[src/rtl/aha_reset_req_initiator_if.sv]
// Reset-request handshake bundle between a requester and one reset-generator channel.
// The master modport is the requester FSM; the slave modport is the register path/generator side.
interface aha_reset_req_initiator_if;
   logic       START;
   logic       ABORT;
   logic       REQ;
   logic       ACK;
   logic       BUSY;
   logic       DONE;
   logic       TIMEOUT_ERR;
   logic       ABORTED;
   logic [1:0] STATE;

   modport master (
      input  START, ABORT, ACK,
      output REQ, BUSY, DONE, TIMEOUT_ERR, ABORTED, STATE
   );

   modport slave (
      output START, ABORT, ACK,
      input  REQ, BUSY, DONE, TIMEOUT_ERR, ABORTED, STATE
   );
endinterface

[src/rtl/aha_reset_req_initiator.sv]
// Four-phase REQ/ACK reset-request initiator with per-phase timeout and abort.
// Define AHA_RESET_REQ_ACK_SYNC_EN to pass ACK through a 2-flop synchronizer (generator on another clock).
module aha_reset_req_initiator #(
   parameter int unsigned TIMEOUT_CYCLES = 256,
   parameter int unsigned CNT_W          = 9
) (
   input logic                        CLK,
   input logic                        RESETn,
   aha_reset_req_initiator_if.master  bus
);

   typedef enum logic [1:0] {
      IDLE   = 2'd0,
      REQ_HI = 2'd1,
      REQ_LO = 2'd2,
      CMPL   = 2'd3
   } state_e;

   localparam logic [CNT_W-1:0] CNT_LAST = CNT_W'(TIMEOUT_CYCLES - 1);

   logic ack_s;

`ifdef AHA_RESET_REQ_ACK_SYNC_EN
   logic ack_meta_q, ack_sync_q;

   always_ff @(posedge CLK or negedge RESETn) begin
      if (!RESETn) begin
         ack_meta_q <= 1'b0;
         ack_sync_q <= 1'b0;
      end else begin
         ack_meta_q <= bus.ACK;
         ack_sync_q <= ack_meta_q;
      end
   end

   assign ack_s = ack_sync_q;
`else
   assign ack_s = bus.ACK;
`endif

   state_e           state_q, state_d;
   logic             req_q, req_d;
   logic             busy_q, busy_d;
   logic             done_q, done_d;
   logic             terr_q, terr_d;
   logic             abrt_q, abrt_d;
   logic             tflag_q, tflag_d;
   logic             aflag_q, aflag_d;
   logic [CNT_W-1:0] cnt_q, cnt_d;
   logic [CNT_W-1:0] cnt_inc;
   logic             cnt_last;

   assign cnt_last = (cnt_q == CNT_LAST);
   assign cnt_inc  = cnt_last ? cnt_q : cnt_q + 1'b1;

   always_ff @(posedge CLK or negedge RESETn) begin
      if (!RESETn) begin
         state_q <= IDLE;
         req_q   <= 1'b0;
         busy_q  <= 1'b0;
         done_q  <= 1'b0;
         terr_q  <= 1'b0;
         abrt_q  <= 1'b0;
         tflag_q <= 1'b0;
         aflag_q <= 1'b0;
         cnt_q   <= '0;
      end else begin
         state_q <= state_d;
         req_q   <= req_d;
         busy_q  <= busy_d;
         done_q  <= done_d;
         terr_q  <= terr_d;
         abrt_q  <= abrt_d;
         tflag_q <= tflag_d;
         aflag_q <= aflag_d;
         cnt_q   <= cnt_d;
      end
   end

   always_comb begin
      state_d = state_q;
      req_d   = req_q;
      done_d  = 1'b0;
      terr_d  = terr_q;
      abrt_d  = abrt_q;
      tflag_d = tflag_q;
      aflag_d = aflag_q;
      cnt_d   = cnt_q;

      unique case (state_q)
         IDLE: begin
            // A stale ACK blocks the request so REQ never rises against ACK=1.
            if (bus.START && !ack_s) begin
               state_d = REQ_HI;
               req_d   = 1'b1;
               terr_d  = 1'b0;
               abrt_d  = 1'b0;
               cnt_d   = '0;
            end
         end

         REQ_HI: begin
            cnt_d = cnt_inc;
            if (ack_s) begin
               state_d = REQ_LO;
               req_d   = 1'b0;
               cnt_d   = '0;
            end else if (bus.ABORT) begin
               state_d = REQ_LO;
               req_d   = 1'b0;
               aflag_d = 1'b1;
               cnt_d   = '0;
            end else if (cnt_last) begin
               state_d = REQ_LO;
               req_d   = 1'b0;
               tflag_d = 1'b1;
               cnt_d   = '0;
            end
         end

         REQ_LO: begin
            cnt_d = cnt_inc;
            if (!ack_s) begin
               // Outcome is published on CMPL entry so it is visible during CMPL.
               state_d = CMPL;
               cnt_d   = '0;
               if (tflag_q)      terr_d = 1'b1;
               else if (aflag_q) abrt_d = 1'b1;
               else              done_d = 1'b1;
            end else if (cnt_last) begin
               state_d = IDLE;
               terr_d  = 1'b1;
               tflag_d = 1'b0;
               aflag_d = 1'b0;
               cnt_d   = '0;
            end
         end

         CMPL: begin
            state_d = IDLE;
            tflag_d = 1'b0;
            aflag_d = 1'b0;
            cnt_d   = '0;
         end

         default: begin
            state_d = IDLE;
            req_d   = 1'b0;
         end
      endcase

      busy_d = (state_d != IDLE);
   end

   assign bus.REQ         = req_q;
   assign bus.BUSY        = busy_q;
   assign bus.DONE        = done_q;
   assign bus.TIMEOUT_ERR = terr_q;
   assign bus.ABORTED     = abrt_q;
   assign bus.STATE       = state_q;

endmodule

[src/flat_wrapper.sv]
// flat-port wrapper written by rule: the top's interface ports become plain ports
module aha_reset_req_initiator_flat 
#(
   parameter int unsigned TIMEOUT_CYCLES = 256,
   parameter int unsigned CNT_W          = 9
)
  (CLK, RESETn, bus_START, bus_ABORT, bus_ACK, bus_REQ, bus_BUSY, bus_DONE, bus_TIMEOUT_ERR, bus_ABORTED, bus_STATE);
  aha_reset_req_initiator_if bus_i ();
  input logic CLK;
  input logic RESETn;
  input wire logic [$bits(bus_i.START)-1:0] bus_START;
  input wire logic [$bits(bus_i.ABORT)-1:0] bus_ABORT;
  input wire logic [$bits(bus_i.ACK)-1:0] bus_ACK;
  output wire logic [$bits(bus_i.REQ)-1:0] bus_REQ;
  output wire logic [$bits(bus_i.BUSY)-1:0] bus_BUSY;
  output wire logic [$bits(bus_i.DONE)-1:0] bus_DONE;
  output wire logic [$bits(bus_i.TIMEOUT_ERR)-1:0] bus_TIMEOUT_ERR;
  output wire logic [$bits(bus_i.ABORTED)-1:0] bus_ABORTED;
  output wire logic [$bits(bus_i.STATE)-1:0] bus_STATE;
  assign bus_i.START = bus_START;
  assign bus_i.ABORT = bus_ABORT;
  assign bus_i.ACK = bus_ACK;
  assign bus_REQ = bus_i.REQ;
  assign bus_BUSY = bus_i.BUSY;
  assign bus_DONE = bus_i.DONE;
  assign bus_TIMEOUT_ERR = bus_i.TIMEOUT_ERR;
  assign bus_ABORTED = bus_i.ABORTED;
  assign bus_STATE = bus_i.STATE;
  aha_reset_req_initiator #(.TIMEOUT_CYCLES(TIMEOUT_CYCLES), .CNT_W(CNT_W)) u_core (.CLK(CLK), .RESETn(RESETn), .bus(bus_i));
endmodule
[config.mk]
export PLATFORM = sky130hd
export DESIGN_NAME = aha_reset_req_initiator_flat
export DESIGN_NICKNAME = d
export VERILOG_FILES = /design/src/rtl/aha_reset_req_initiator_if.sv /design/src/rtl/aha_reset_req_initiator.sv /design/src/flat_wrapper.sv
export SDC_FILE = /design/constraint.sdc
export NUM_CORES = 1
export LEC_CHECK = 0
export CORE_MARGIN = 5
export CORE_UTILIZATION = 40
export CTS_CLUSTER_DIAMETER = 30
export DETAILED_ROUTE_END_ITERATION = 10
export MAX_ROUTING_LAYER = met4
export RECOVER_POWER = 100
export SLEW_MARGIN = 10
export SYNTH_ARGS = -nofsm -noshare
export SYNTH_HDL_FRONTEND = slang
export SYNTH_SLANG_ARGS = --single-unit
[constraint.sdc]
create_clock -name CLK -period 2.4 [get_ports CLK]
set_clock_uncertainty 0.2 [all_clocks]
set_input_delay 0.36 -clock CLK [delete_from_list [all_inputs] [get_ports CLK]]
set_output_delay 0.36 -clock CLK [all_outputs]
set_load 0.1 [all_outputs]
## After elaboration in Yosys (flattened, before gate mapping)

Index checks and enable logic that the tools add are counted.

| cells by class | value |
|---|---|
| equality and inequality tests | 17 |
| reduce and logical (&&, ||, !) cells | 12 |
| add/sub/neg operators | 1 |
| multiplexer cells | 38 |

Operators with widths:

| kind | number |
|---|---|
| $mux W9 | 5 |
| $pmux W9 S4 | 1 |
| $mux W1 | 20 |
| $mux W2 | 6 |
| $ne A2 B2 Y1 const B | 6 |
| $reduce_and A5 Y1 | 2 |
| $add A9 B1 Y9 const B | 1 |
| $eq A9 B8 Y1 const B | 1 |
| $ne A2 B1 Y1 const B | 4 |
| $pmux W2 S4 | 1 |
| $ne A3 B2 Y1 const B | 2 |
| $pmux W1 S2 | 3 |
| $pmux W1 S3 | 2 |
| $reduce_and A6 Y1 | 1 |
| $reduce_bool A2 Y1 | 3 |
| $eq A2 B2 Y1 const B | 2 |
| $ne A4 B3 Y1 const B | 1 |
| $reduce_and A4 Y1 | 1 |
| $reduce_and A3 Y1 | 1 |
| $reduce_bool A3 Y1 | 1 |
| $eq A2 B1 Y1 const B | 1 |
| $logic_not A2 Y1 | 1 |
| $logic_and A1 B1 Y1 | 1 |
| $logic_not A1 Y1 | 1 |

| word-level totals | value |
|---|---|
| register bits after elaboration | 18 |
| output and inout port bits | 7 |
| input bits | 5 |
| word-level logic and storage cells | 77 |

## Longest topological paths before layout

Gate-level depths: netlist of the first run.

| depth | value |
|---|---|
| depth after elaboration | 6 |
| mapped depth | 7 |
| gate-level depth less buffers | 6 |

## Least setup slack after synthesis of the first run

OpenSTA, ideal clock, no wires.

| path | value |
|---|---|
| path kind | flip-flop to flip-flop |
| start | reg u_core.state_q[0], in the netlist u_core.bus.STATE[0] |
| end | reg u_core.terr_q, in the netlist u_core.bus.TIMEOUT_ERR |
| period minus slack after synthesis | 2528 ps |
| path buffers | 1 |
| stages on the path, launching flop included | 8 |
| required time | 2134 ps |
| slack | -128 ps |
| setup time | 66 ps |
| arrival time | 2262 ps |
| path through | dfrtp_1 inv_1 ha_1 clkbuf_1 inv_1 nor2_1 a2111oi_2 o32a_2 |

| between the ends | value |
|---|---|
| longest elaborated chain between the ends | 3 |

RTL lines:

| element | line | RTL |
|---|---|---|
| start: declaration | aha_reset_req_initiator.sv:41 | `state_e state_q, state_d;` |
| start signal: assignment | aha_reset_req_initiator.sv:68 | `state_q <= state_d;` |
| $eq A2 B2 Y1 or $logic_not A2 Y1 (tied branches) | aha_reset_req_initiator.sv:90 | `unique case (state_q)` |
| $ne A3 B2 Y1 (no source line) (tied with other cells) | -- |  |
| $reduce_and A4 Y1 (no source line) | -- |  |
| end signal: assignment | aha_reset_req_initiator.sv:72 | `terr_q <= terr_d;` |
| end: declaration | aha_reset_req_initiator.sv:45 | `logic terr_q, terr_d;` |

Parallel ways exist; a longest one is shown, timed or not.
A chain may end at the register's enable or synchronous reset.

## Worst setup path after layout of the first run

| path | value |
|---|---|
| start | reg u_core.state_q[1], in the netlist u_core.bus.STATE[1] |
| end | reg u_core.cnt_q[6] |

| between the ends | value |
|---|---|
| longest elaborated chain between the ends | 2 |

RTL lines:

| element | line | RTL |
|---|---|---|
| $eq A2 B2 Y1 (tied with other cells) | aha_reset_req_initiator.sv:90 |  |
| $pmux W9 S4 or $ne A2 B1 Y1 (tied branches) | -- |  |
| end signal: assignment | aha_reset_req_initiator.sv:76 | `cnt_q <= cnt_d;` |
| end: declaration | aha_reset_req_initiator.sv:49 | `logic [CNT_W-1:0] cnt_q, cnt_d;` |

Parallel ways exist; a longest one is shown, timed or not.

==> results of run 1 <==
==> cells in the final DEF, fill, tap and decap left out, drive strengths merged, types with 2 or more instances in the layout <==
master,n
nand2b,3
buf,2
clkdlybuf4s50,3
a211oi,3
a21oi,7
dfrtp,18
nor3,2
clkbuf,13
xnor2,3
inv,7
o221ai,2
a211o,2
nor2,10
nand3,5
ha,6
a31oi,2
nand2,13
o21ai,14
a21boi,3
==> metrics by stage <==
step / cells / hold slack (ns)
2_1_floorplan: 125 / -0.136
3_3_place_gp: 166 / 0.295
3_5_place_dp: 166 / 0.310
4_1_cts: 170 / 0.181
5_1_grt: 170 / 0.353
6_report: 170 / 0.327
==> registers in the layout (all words and copies together), names as in the netlist <==
register                cells
u_core.bus.REQ              1
u_core.bus.TIMEOUT_ERR      1
u_core.tflag_q              1
u_core.bus.ABORTED          1
u_core.bus.STATE            2
u_core.bus.DONE             1
u_core.aflag_q              1
u_core.cnt_q                9
u_core.bus.BUSY             1
==> logic make-up (layout without fill, tap and decap cells) <==
group           Yosys count  after routing
mux                       1              1
xor+xnor                  4              4
compound gates           42             42
flops                    18             18
fa+ha+maj                 6              6
simple gates             42             42
buf+inv                  12             26
==> critical path: cells and delay by family, from the launching register on <==
family	cells	cell delay [ns]
AND/OR/NAND/NOR	2	0.78
buffers and inverters	1	0.12
flip-flops	1	0.46
AO/OA/AOI/OAI	2	0.30
adder cells (fa/ha/maj)	1	0.30
==> synthesized netlist by cell type (2+ instances only) <==
library cell and count:
nand2b_1 3, inv_1 7, nor3_1 2, xnor2_1 3, a211o_1 2, clkbuf_1 3
a21boi_0 3, nand3_1 5, dfrtp_1 18, a21oi_1 7, nand2_1 13, nor2_1 10
ha_1 6, o221ai_1 2, a31oi_1 2, a211oi_1 3, o21ai_0 14
==> report_power, final <==
group,internal (mW),switching (mW),leakage [nW]
clock network,0.0923,0.0933,0.0210
logic,0.223,0.660,0.266
registers,0.367,0.0612,0.236
total,0.683,0.815,0.523
==> metal layers <==
metal  routed length, µm  share of wire
met1                1180           0.46
met2                1300           0.50
met3                  85          0.033
met4                  23         0.0089
met5                   0              0
==> final timing paths <==
| path | slack, ns | depth (start not counted) | endpoint |
|---|---|---|---|
| setup reg to reg | 0.16 | 6 | u_core.cnt_q[6] |
| min in group asynchronous | 0.53 | 2 | u_core.cnt_q[3] |
| hold / removal | 0.33 | 1 | u_core.bus.TIMEOUT_ERR |
| max in group asynchronous | 0.87 | 2 | u_core.bus.DONE |
| setup / recovery | 0.16 | 6 | u_core.cnt_q[6] |
| hold reg to reg | 0.33 | 1 | u_core.bus.TIMEOUT_ERR |
==> area by class of cell <==
class | instances | area (µm²) | area share
clock buffers | 4 | 36.3 | 0.0287
inverters | 7 | 26.3 | 0.0208
multi-input cells | 95 | 614 | 0.487
flip-flops and latches | 18 | 450 | 0.357
well taps | 31 | 38.8 | 0.0307
repair buffers | 15 | 96.3 | 0.0763
==> results.cfg, run 1 <==
[outcome]
outcome = finished, final reports clean

[global_route]
grt_pass1_wl_um = 4380
grt.overflow.total = 0
met2_usage = 0.233
grt_max_degree = 19
gr-max-usage-layer = met2
grt_use_total = 0.141
grt_pass1_vias = 957
use_met3 = 0.0270
antenna_found_initial = 0
use_met1 = 0.168

[logic_synthesis]
synth_top_family_by_area = compound AO/OA/AOI/OAI gates
synth-xor-area-share = 0.0312
synth_nets = 136
synth_fa_ha_area_frac = 0.0668
yosys.area.top_type = dfrtp_1
synth_ff_type = dfrtp_1
yosys-top-cells-area = dfrtp_1 40%, ha_1 6.7%, o21ai_0 6.2%
synth-compound-area-share = 0.248
syn-cell-area_um2 = 1120
yosys.area.top_type_share = 0.401
synth-simple-area-share = 0.195
syn_area_per_cell_um2 = 8.99
synthMuxAreaShare = 0.0100
postSynthCellCount = 125
ys_ff_latch = 18
async_flop_share = 1.00
synth_cell_type_count = 39
ys_seq_area_frac = 0.401
synth_edf_count = 0
ys_warn_count = 0

[routing]
drc_errors = 0
viasPerCell = 5.72
wl_per_cell_um = 15.3
drt_first_pass_iters = 4
ant_nets = 0
wirelength_um = 2600
drt_iter0_drc = 18
vias = 973

[setup_path]
worstReg2RegStart = u_core.bus.STATE[1]
path_cells = inv_1 -> ha_1 -> nor3b_2 -> o21ai_0 -> or4_1 -> o21ai_0
critPathMaxFanout = 8
critPathSlowestCell = or4_1
endpoint_kind = flip-flop
start_kind = flip-flop
cp_common_cell = o21ai_0
slowest_delay_ns = 0.50
path_class = flip-flop to flip-flop
critPathArrivalTime_ns = 2.26
cp.required_ns = 2.42
crit_path_start = u_core.bus.STATE[1]

[clocking]
clock_path_buffers = 2
cts_resized = 0
insertion_delay_ns = 0.29
postCtsHoldBufs = 0
htreeDepth = 1
root_buffer = clkbuf_4
postCtsSetupBuffers = 0
cts_buffers = 3
cts.sinks = 18
cts_tree = done
clk_pin_slew_ns = 0.11

[sta]
setup_tns_ns = 0
fmax_mhz = 447
worst_slew_pin_slew_ns = 1.17
final_hold_viol_count = 0
drv_slew = 0
rsz0062_at_grt = false
slew_headroom = 0.226
min_period_ns = 2.24
worst_slack_ns = 0.165
finalCritPeriodShare = 0.931
finalSetupViolations = 0

[die]
std_cell_rows = 19
io_pins = 12
die_w_um = 63
fp.dieArea_um2 = 3970
die_height_um = 63
initial_core_util = 0.411
coreArea_um2 = 2730

[placement]
hpwl_um = 2020
dpl_cell_area_um2 = 1260
place.port_buffers = 11
place_ws_ns = 0.138
place_congestion = 0.796

[finish]
nNetsFinal = 151
fillers = 269
antennaDiodeCount = 0
area_growth_pct = 12.4
final_core_utilization = 0.462
layout-drive-gt1-share = 0.122
design_area_um2 = 1260

[power]
peakVddDrop_uv = 946
power.density_nw_per_um2 = 1190
p_total_mw = 1.50
leakagePower_nw = 0.523

[job]
cap_viol_max_count = 0

[min_path]
hp-class = flip-flop to flip-flop
hold_start = u_core.bus.TIMEOUT_ERR
No activity file was read; power rests on OpenSTA's default activity.
==> run 2: changes to the inputs <==
- PLACE_DENSITY: not set -> 0.62
==> run 2 against run 1 <==
- routed wire length is 4.7% lower
- critical endpoint unchanged
- critical path type unchanged
- utilization is 0.23 points lower
- hold slack worse by 0.0037 ns
- largest power group unchanged
- clock power is 3% higher
- cell area is 0.50% lower
==> results.cfg, run 2 (same netlist as run 1, synthesis figures left out) <==
[setup_path]
cp.depth = 6
slowest_delay_ns = 0.49
critPathSlowestCell = or4_1
endpoint_kind = flip-flop
start_kind = flip-flop
ff2ff_path_depth = 6
cp-endpoint = u_core.cnt_q[6]
critPathArrivalTime_ns = 2.21
r2r_slack_ns = 0.21
worstReg2RegStart = u_core.bus.STATE[1]
cp_top_family = simple AND/OR/NAND/NOR gates
path_class = flip-flop to flip-flop
crit_path_start = u_core.bus.STATE[1]
cp_common_cell = o21ai_0
path_cells = inv_1 -> ha_1 -> nor3b_2 -> o21ai_0 -> or4_1 -> o21ai_0
cp.required_ns = 2.42
critPathMaxFanout = 8
cp_num_buf_inv = 1
reg2reg_to = u_core.cnt_q[6]

[global_route]
use_met3 = 0.0234
grt.overflow.total = 0
grt_pass1_wl_um = 4200
antenna_found_initial = 0
gr-max-usage-layer = met2
grt_use_total = 0.132
grt_max_degree = 19
met2_usage = 0.205
grt_pass1_vias = 944
use_met1 = 0.173

[clocking]
root_buffer = clkbuf_4
postCtsSetupBuffers = 0
insertion_delay_ns = 0.30
cts.sinks = 18
cts_tree = done
cts_buffers = 3
cts_resized = 0
clk_pin_slew_ns = 0.11
clock_path_buffers = 2
htreeDepth = 1
postCtsHoldBufs = 0

[sta]
fmax_mhz = 457
drv_slew = 0
setup_tns_ns = 0
rsz0062_at_grt = false
min_period_ns = 2.19
finalSetupViolations = 0
slew_headroom = 0.227
worst_slew_pin_slew_ns = 1.16
finalCritPeriodShare = 0.912
final_hold_viol_count = 0

[finish]
area_growth_pct = 11.8
final_cell_count_no_fill = 169
layout-drive-gt1-share = 0.123
antennaDiodeCount = 0
nNetsFinal = 150
regMostFlops = u_core.cnt_q
largest_register_ffs = 9
layout_common_cells = 16 x dfrtp_1, 14 x o21ai_0, 13 x nand2_1
final_common_cell = dfrtp_1

[job]
cap_viol_max_count = 0

[min_path]
hp-class = flip-flop to flip-flop

[die]
fp.dieArea_um2 = 3970
std_cell_rows = 19
die_w_um = 63
io_pins = 12
die_height_um = 63
coreArea_um2 = 2730
initial_core_util = 0.411

[placement]
post-place-cells = 165
place_congestion = 0.873
place.port_buffers = 11
hpwl_um = 1910

[routing]
drc_errors = 0
ant_nets = 0
wl_per_cell_um = 14.6
viasPerCell = 5.69
wirelength_um = 2470
vias = 961
drt_first_pass_iters = 4
drt_iter0_drc = 14

[power]
peakVddDrop_uv = 1010
p_total_mw = 1.49
power.density_nw_per_um2 = 1190
leakagePower_nw = 0.514

[outcome]
outcome = finished, final reports clean
[run 2: cell types whose count changed in the layout (fill, tap and decap cells not counted), sizes merged]
cell  change
buf       -1
[run 2: worst min path at each step]
stage	end	start	slack [ns]	cells past startpoint
after floorplan	u_core.aflag_q	RESETn	-0.14	0
after global placement	u_core.bus.DONE	u_core.aflag_q	0.30	1
after detailed placement	u_core.bus.DONE	u_core.aflag_q	0.29	1
after CTS	u_core.cnt_q[8]	RESETn	0.19	2
after global routing	u_core.bus.DONE	u_core.aflag_q	0.33	1
final	u_core.bus.DONE	u_core.aflag_q	0.32	1
[run 2: power breakdown]
group | leakage, nW | total, mW | internal (mW) | switching, mW
clock | 0.0210 | 0.191 | 0.0924 | 0.0982
sequential | 0.234 | 0.431 | 0.371 | 0.0603
combinational | 0.259 | 0.870 | 0.212 | 0.658
total | 0.514 | 1.49 | 0.675 | 0.817
[run 2: area by class of cell]
type / count / area [µm²]
Tap cell: 31 / 38.8
Clock buffer: 4 / 36.3
Timing Repair Buffer: 14 / 87.6
Fill cell: 276 / 1480
Sequential cell: 18 / 453
Inverter: 7 / 26.3
Multi-Input combinational cell: 95 / 614
[run 2: per-layer routing]
layer / vias up / part of all wire
met4: 0 / 0.0085
met5: - / 0
li1: 481 / -
met2: 20 / 0.48
met3: 2 / 0.039
met1: 458 / 0.47
[run 2: through the flow]
step	util	hold WS, ns	setup WS, ns	area (µm²)
finish	0.459	0.323	0.211	1260
global route	0.459	0.329	0.0456	1260
CTS	0.471	0.185	0.223	1290
detailed placement	0.458	0.291	0.0685	1250
global placement	0.458	0.297	0.185	1250
floorplan	-	-0.136	0.200	1130
